File: src/rtl/wb_write_arbiter.sv
// Merges pipeline WB-stage and MDU writebacks onto the single register-file write port.
// Optional macro WB_MDU_BYPASS_EN enables a same-cycle MDU write when the port and FIFO are idle.
module wb_write_arbiter #(
  parameter int DEPTH = 2,
  parameter int PTR_W = 1
) (
  input  logic               clk,
  input  logic               rst_n,
  input  logic               wb_valid_i,
  input  logic [4:0]         wb_rd_i,
  input  logic signed [31:0] wb_data_i,
  input  logic               mdu_valid_i,
  input  logic [4:0]         mdu_rd_i,
  input  logic signed [31:0] mdu_data_i,
  output logic               mdu_ready_o,
  output logic [4:0]         RDaddr_o,
  output logic signed [31:0] RDdata_o,
  output logic               RegWrite_o,
  output logic [31:0]        pending_mask_o,
  output logic [PTR_W:0]     fifo_count_o
);

  localparam logic [PTR_W:0]   DEPTH_C = (PTR_W + 1)'(DEPTH);
  localparam logic [PTR_W-1:0] LAST_C  = PTR_W'(DEPTH - 1);

  logic signed [31:0] data_q [DEPTH];
  logic [4:0]         rd_q   [DEPTH];
  logic [DEPTH-1:0]   vld_q;
  logic [PTR_W-1:0]   wr_ptr;
  logic [PTR_W-1:0]   rd_ptr;
  logic [PTR_W:0]     count;

  logic        wb_hit;
  logic        fifo_empty;
  logic        accept;
  logic        bypass;
  logic        push;
  logic        pop;
  logic [31:0] pend_mask;

  function automatic logic [PTR_W-1:0] ptr_inc(input logic [PTR_W-1:0] p);
    return (p == LAST_C) ? '0 : p + PTR_W'(1);
  endfunction

  assign wb_hit      = wb_valid_i && (wb_rd_i != 5'd0);
  assign fifo_empty  = (count == '0);
  // Ready looks at the count before this cycle's pop, so a full FIFO never accepts.
  assign mdu_ready_o = rst_n && (count < DEPTH_C);
  assign accept      = mdu_valid_i && mdu_ready_o;

`ifdef WB_MDU_BYPASS_EN
  assign bypass = accept && fifo_empty && !wb_hit && (mdu_rd_i != 5'd0);
`else
  assign bypass = 1'b0;
`endif

  assign push = accept && (mdu_rd_i != 5'd0) && !bypass;
  assign pop  = rst_n && !wb_hit && !fifo_empty;

  always_comb begin
    RegWrite_o = 1'b0;
    RDaddr_o   = 5'd0;
    RDdata_o   = '0;
    if (rst_n) begin
      if (wb_hit) begin
        RegWrite_o = 1'b1;
        RDaddr_o   = wb_rd_i;
        RDdata_o   = wb_data_i;
      end else if (!fifo_empty) begin
        RegWrite_o = 1'b1;
        RDaddr_o   = rd_q[rd_ptr];
        RDdata_o   = data_q[rd_ptr];
      end else if (bypass) begin
        RegWrite_o = 1'b1;
        RDaddr_o   = mdu_rd_i;
        RDdata_o   = mdu_data_i;
      end
    end
  end

  always_comb begin
    pend_mask = '0;
    for (int i = 0; i < DEPTH; i++) begin
      if (vld_q[i]) pend_mask[rd_q[i]] = 1'b1;
    end
  end

  assign pending_mask_o = rst_n ? pend_mask : '0;
  assign fifo_count_o   = rst_n ? count : '0;

  always_ff @(posedge clk) begin
    if (!rst_n) begin
      wr_ptr <= '0;
      rd_ptr <= '0;
      count  <= '0;
      vld_q  <= '0;
    end else begin
      if (push) begin
        wr_ptr        <= ptr_inc(wr_ptr);
        vld_q[wr_ptr] <= 1'b1;
      end
      if (pop) begin
        rd_ptr        <= ptr_inc(rd_ptr);
        vld_q[rd_ptr] <= 1'b0;
      end
      case ({push, pop})
        2'b10:   count <= count + (PTR_W + 1)'(1);
        2'b01:   count <= count - (PTR_W + 1)'(1);
        default: count <= count;
      endcase
    end
  end

  // Entry payload is not reset; vld_q qualifies it.
  always_ff @(posedge clk) begin
    if (push) begin
      data_q[wr_ptr] <= mdu_data_i;
      rd_q[wr_ptr]   <= mdu_rd_i;
    end
  end

endmodule

File: config.mk
export PLATFORM = sky130hd
export DESIGN_NAME = wb_write_arbiter
export DESIGN_NICKNAME = d
export VERILOG_FILES = /design/src/rtl/wb_write_arbiter.sv
export SDC_FILE = /design/constraint.sdc
export NUM_CORES = 1
export LEC_CHECK = 0
export CAP_MARGIN = 10
export CELL_PAD_IN_SITES_DETAIL_PLACEMENT = 0
export CELL_PAD_IN_SITES_GLOBAL_PLACEMENT = 1
export CORE_AREA = 10 10 128 130
export DETAILED_ROUTE_END_ITERATION = 8
export DIE_AREA = 0 0 138 140
export GPL_ROUTABILITY_DRIVEN = 0
export PLACE_DENSITY_LB_ADDON = 0.1
export SLEW_MARGIN = 0
export SYNTH_ARGS = -nofsm -noshare
export SYNTH_HDL_FRONTEND = slang
export SYNTH_SLANG_ARGS = --single-unit
File: constraint.sdc
create_clock -name clk -period 2.4 [get_ports clk]
set_clock_uncertainty 0.1 [all_clocks]
set_input_delay 0.48 -clock clk [delete_from_list [all_inputs] [get_ports clk]]
set_output_delay 0.48 -clock clk [all_outputs]
set_load 0.02 [all_outputs]
Word-level counts from Yosys, hierarchy flattened:

Memories as Yosys holds them, arrays and structs flattened. A register that Yosys moved wholly into a read port is not among the register bits.
Cells that the tools add are included.

* bits in registers: 6
* latch bits: 0
* bits in writable memories: 74
* memory bits (read-only): 0
* input port bits: 78
* output and inout port bits: 73
* memories kept: 2

Memories
* data_q: words 2, width 32, read ports 1, clocked after Yosys merged registers in 1, write ports 1, RTL line 26 `logic signed [31:0] data_q [DEPTH];`
* rd_q: words 2, width 5, read ports 3, clocked after Yosys merged registers in 1, write ports 1, RTL line 27 `logic [4:0] rd_q [DEPTH];`

* add/subtract/negate cells: 4
* $mul: 0
* div/mod/pow operators: 0
* magnitude comparators: 9
* eq/ne operators: 2
* shift-type cells: 0
* muxes and demuxes: 33
* bitwise gates (word level): 4
* reduce and logical (&&, ||, !) cells: 16

Operators by type and width (number)
* two-way mux 32 bit: 6
* bitwise OR 32 bit: 1
* two-way mux 1 bit: 15
* two-way mux 5 bit: 3
* less-than comparator 5 x 6 -> 1 bit (second input constant): 2
* demux 1 bit (select 5 bit): 2
* greater-or-equal comparator 5 x 1 -> 1 bit (second input constant): 2
* logical AND 1 bit: 10
* nonzero test 5 bit: 2
* two-way mux 2 bit: 4
* less-than comparator 1 x 2 -> 1 bit (second input constant): 2
* case mux 2 bit (2 select lines): 1
* adder 1 bit (second input constant): 2
* adder 2 x 1 -> 2 bit (second input constant): 1
* AND 2 bit: 1
* demux 1 bit (select 1 bit): 2
* == test 2 x 1 -> 1 bit (second input constant): 1
* == test 2 bit (second input constant): 1
* greater-or-equal comparator 1 bit (second input constant): 2
* logical NOT 1 bit: 2
* logical NOT 2 bit: 1
* less-than comparator 2 bit (second input constant): 1
* NOT 2 bit: 1
* bitwise OR 2 bit: 1
* other kinds (2): 2

Depth between registers and ports, before layout:

* depth in word-level cells: 9
* gate-level depth with buffers: 8
* gate-level depth less buffers: 7

Worst setup path after synthesis:

OpenSTA, ideal clock, no wires.

* path kind: input to register
* from: in rst_n
* to: mem data_q[1][0], enable pin
* library setup time: 392 ps
* arrival time: 2142 ps
* required time: 1908 ps
* path slack: -234 ps
* cell stages on the path: 4
* path buffers: 1
* cells stage by stage: clkbuf_1 -> nor2b_1 -> o2111ai_1 -> inv_1

* word-level cells in the longest chain between the ends: 5

RTL lines
* from (decl): RTL line 8 `input logic rst_n,`
* logical AND 1 bit: RTL line 48 `assign mdu_ready_o = rst_n && (count < DEPTH_C);`
* named net mdu_ready_o: RTL line 15 `output logic mdu_ready_o,`
* logical AND 1 bit: RTL line 49 `assign accept = mdu_valid_i && mdu_ready_o;`
* logical AND 1 bit: RTL line 57 `assign push = accept && (mdu_rd_i != 5'd0) && !bypass;`
* two-way mux 1 bit: RTL line 116 `if (push) begin`
* two-way mux 1 bit (not written as such): RTL line 117 `data_q[wr_ptr] <= mdu_data_i;`
* to (decl): RTL line 26

The timed path passes the listed nets, and every way through them passes these cells.

Final worst setup path:

* from: in wb_rd_i[1]
* to: out RDdata_o[7]

* word-level cells in the longest chain between the ends: 4

RTL lines
* from (decl): RTL line 10 `input logic [4:0] wb_rd_i,`
* nonzero test 5 bit: RTL line 45 `assign wb_hit = wb_valid_i && (wb_rd_i != 5'd0);`
* logical AND 1 bit: RTL line 45
* two-way mux 32 bit: RTL line 65 `if (wb_hit) begin`
* two-way mux 32 bit: RTL line 64 `if (rst_n) begin`
* to (decl): RTL line 17 `output logic signed [31:0] RDdata_o,`

No other way between the ends.

==> reports/metrics.csv <==
stage,metric,value,unit
status,run_status,finished with violations,
status,failed_checks,negative setup slack,
final_layout,finalInstanceArea,0.00695,sq mm
global_routing,grt_pass1_vias,3911,
sta,fin_crit,2.62,ns
critical_path,cp.arrival,2.04,ns
critical_path,critical_path.max_stage_delay,0.52,ns
final_layout,layout.cells.non_filler,762,
sta,post-route-period-util,109,%
critical_path,crit_required,1.82,ns
pwr,power_report.internal_total,2870,uW
logic_synthesis,synth_ff_type,sky130_fd_sc_hd__edfxtp_1,
critical_path,worstSetupPathType,input port to output pin,
logic_synthesis,post_synth.cell_area_avg,11.7,sq um
critical_path,critPathSlowestCell,sky130_fd_sc_hd__or4_4,
pwr,power_density_of_the_placed_cells,551,mW/mm^2
cts,cts_tree,done,
placement,detailed_place_hpwl,10100,um
die,die_width,138,um
logic_synthesis,ys_seq_area_share,54.6,%
worst_hold_path,worstHoldPathType,input port to register,
sta,tns,-5.20,ns
pwr,power_switching,958,uW
logic_synthesis,postSynthNetCount,450,
drt,wl_met2,7090,um
run,drv.max_cap_violation_count,0,
drt,routed_length_on_met3,934,um
cts,cts_root_buffer,sky130_fd_sc_hd__clkbuf_16,
sta,worst_slew_margin_rel,25.9,%
pwr,seq_power_share,43.0,%
cts,h-tree-depth,3,
drt,route.top_layer_used,met4,
die,floorplan.io_pins,151,
critical_path,worstSetupEndpointType,output pin,
placement,post_dp_area,0.00646,sq mm
logic_synthesis,synth_cells,371,
logic_synthesis,post_synthesis_register_bit_count,81,
global_routing,grt_pass1_wl,21800,um
final_layout,nets,655,
critical_path,crit_path_start_kind,input port,
drt,post_drt_via_cell_ratio,4.78,
logic_synthesis,yosys_warnings,0,
critical_path,cp_max_fo,8,
global_routing,grt_antenna_before_repair,1,
drt,drtIter0Drc,94,
pwr,clock_power_share,34.5,%
critical_path,worstPathCellList,buf_6 > or4_4 > o21a_4 > buf_12 > buf_16 > mux2i_2 > buf_4,
placement,number_of_input_and_output_port_buffers_inserted,150,
die,fp.dieArea,0.0193,sq mm
pwr,switching_share,25.0,%
sta,setup_viol,38,
final_layout,post-route-util,50.5,%
sta,slew_violations,0,
logic_synthesis,mappedNetlistArea,0.00433,sq mm
global_routing,globalRouteOverflowTotal,0,
cts,clock_tree.buffer_depth,2,
drt,route.vias.total,3642,
drt,wirelength,13900,um
sta,finalWorstSetupSlack,-0.220,ns
final_layout,area_growth,60.5,%
pwr,vdd.ir_drop.worst,309,uV
logic_synthesis,synth_enable_flop_cells,74,
cts,cts.reportedPaths.clkPinSlew,0.06,ns
cts,worst_skew_pair.late_latency,0.33,ns
cts,tritoncts.num_buffers,9,
final_layout,drive_gt1_share,39.9,%
drt,wirelength_met1,5740,um
die,rows,43,
drt,first_pass_iters,4,
die,floorplan.die.height,140,um
sta,rsz0062_at_grt,true,
sta,finalHoldViolations,0,
pwr,total_leakage_power,0.00266,uW
logic_synthesis,netlist-cell-type-count,29,
die,floorplan.initialDensity,31.4,%
drt,drt_antenna_net_count,0,
sta,clock.fmax,0.382,GHz
die,fp.coreArea,0.0138,sq mm
logic_synthesis,ys_async_sr_fraction,0,%
drt,avgRoutedWirePerCell,18.3,um
drt,drc,0,
sta,tightestPinTransition,1.10,ns
placement,post-place-ws,-0.949,ns
global_routing,grtUsageTotal,14.0,%
cts,cts.sink_count,81,
pwr,combinationalPowerShare,22.4,%
global_routing,grt_max_degree,36,
placement,numPlacedInstances,727,
## Yosys cell counts, types with 3 or more instances
library cell | count | area, sq um
sky130_fd_sc_hd__mux2i_1 | 40 | 400
sky130_fd_sc_hd__edfxtp_1 | 74 | 2220
sky130_fd_sc_hd__inv_1 | 4 | 15.0
sky130_fd_sc_hd__and2_1 | 35 | 219
sky130_fd_sc_hd__buf_2 | 4 | 20.0
sky130_fd_sc_hd__clkbuf_1 | 14 | 52.6
sky130_fd_sc_hd__mux2_2 | 32 | 360
sky130_fd_sc_hd__or3_1 | 3 | 18.8
sky130_fd_sc_hd__or3b_1 | 8 | 70.1
sky130_fd_sc_hd__buf_6 | 3 | 33.8
sky130_fd_sc_hd__nand2_1 | 68 | 255
sky130_fd_sc_hd__nand3_1 | 10 | 50.1
sky130_fd_sc_hd__o22ai_1 | 32 | 200
sky130_fd_sc_hd__nand3b_1 | 10 | 75.1
sky130_fd_sc_hd__dfxtp_1 | 7 | 140
sky130_fd_sc_hd__o31ai_1 | 6 | 45.0
## final cells by class
cell class              instances  area [sq um]
multi-input cells             263          2070
clock inverters                 6          58.8
inverters                       4          22.5
flip-flops and latches         81          2360
repair buffers                217          1980
diodes                          1          2.50
fillers                      1318          6820
clock buffers                  10           229
well taps                     180           225
## through the flow
stage,total power (uW),hold WS (ns)
final,3830,0.293
after global routing,3990,0.290
after CTS,3850,0.403
after detailed placement,2480,0.389
after global placement,2470,0.377
after floorplan,2070,0.360
## critical path: cells and delay by family
family | cells | cell delay [ns]
and+or+nand+nor | 1 | 0.52
AOI/OAI and AO/OA | 1 | 0.25
muxes | 1 | 0.20
buffers and inverters | 4 | 0.56
## layout by cell type (no fill, tap or decap), types with 2 or more instances in the layout
cell	count
sky130_fd_sc_hd__buf_4	95
sky130_fd_sc_hd__edfxtp_1	74
sky130_fd_sc_hd__clkdlybuf4s50_1	71
sky130_fd_sc_hd__nand2_1	68
sky130_fd_sc_hd__and2_1	35
sky130_fd_sc_hd__mux2_2	32
sky130_fd_sc_hd__o22ai_1	27
sky130_fd_sc_hd__mux2i_2	21
sky130_fd_sc_hd__mux2i_1	19
sky130_fd_sc_hd__buf_2	19
sky130_fd_sc_hd__buf_6	13
sky130_fd_sc_hd__nand3b_1	10
sky130_fd_sc_hd__clkbuf_16	9
sky130_fd_sc_hd__nand3_1	8
sky130_fd_sc_hd__buf_12	8
sky130_fd_sc_hd__dfxtp_1	6
sky130_fd_sc_hd__or3b_4	5
sky130_fd_sc_hd__o22ai_2	5
sky130_fd_sc_hd__o31ai_4	5
sky130_fd_sc_hd__dlymetal6s2s_1	4
sky130_fd_sc_hd__or3b_1	3
sky130_fd_sc_hd__clkinvlp_4	3
sky130_fd_sc_hd__buf_16	3
sky130_fd_sc_hd__clkbuf_2	3
sky130_fd_sc_hd__o21ai_0	2
sky130_fd_sc_hd__inv_1	2
sky130_fd_sc_hd__or4_4	2
sky130_fd_sc_hd__nor2b_1	2
sky130_fd_sc_hd__o211ai_1	2
sky130_fd_sc_hd__nand3_2	2
sky130_fd_sc_hd__or3_1	2
sky130_fd_sc_hd__a2bb2oi_1	2
sky130_fd_sc_hd__xnor2_1	2
sky130_fd_sc_hd__clkinv_1	2
## path summary, 6_finish.rpt
path,from,end,slack [ns],cells after the start
setup / recovery,wb_rd_i[1],RDdata_o[7],-0.22,7
hold / removal,mdu_rd_i[2],rd_q[1][2],0.29,1
setup reg to reg,count[1],count[1],0.42,8
hold reg to reg,wr_ptr,wr_ptr,0.40,1
## per-layer routing
metal / track usage [%] / vias up
li1: - / 1802
met1: 15.4 / 1700
met2: 24.7 / 127
met3: 5.07 / 13
met4: 4.00 / 0
met5: 0 / -
## power groups by stage
stage,clock network [uW],registers [uW],logic [uW]
2_1_floorplan,0,1680,390
3_3_place_gp,0,1680,796
3_5_place_dp,0,1680,802
4_1_cts,1350,1650,854
5_1_grt,1410,1660,924
6_report,1320,1650,859
## registers in the layout, summed over array words and instances, names as in the netlist, named ones only
name / flops
rd_ptr: 1
wr_ptr: 1
data_q: 64
vld_q: 2
rd_q: 10
count: 2
## timing repair
action,in CTS,in global routing
setup endpoints to repair,72,68
pin swaps,8,15
gates cloned,4,0
hold buffers,0,0
resized for setup,341,55
buffers inserted,9,6
## cell families (layout without fill, tap and decap cells)
family	Yosys count	in the layout	share of synthesized area (%)
other	0	1	0
multiplexers	72	72	17.6
AND/OR/NAND/NOR	138	138	16.5
adder cells (fa/ha/maj)	1	1	0.289
AO/OA/AOI/OAI	50	50	7.69
XOR/XNOR	2	2	0.405
buffers and inverters	27	237	2.98
flip-flops	81	81	54.6
Note: power is estimated with default switching activity, not from simulation.
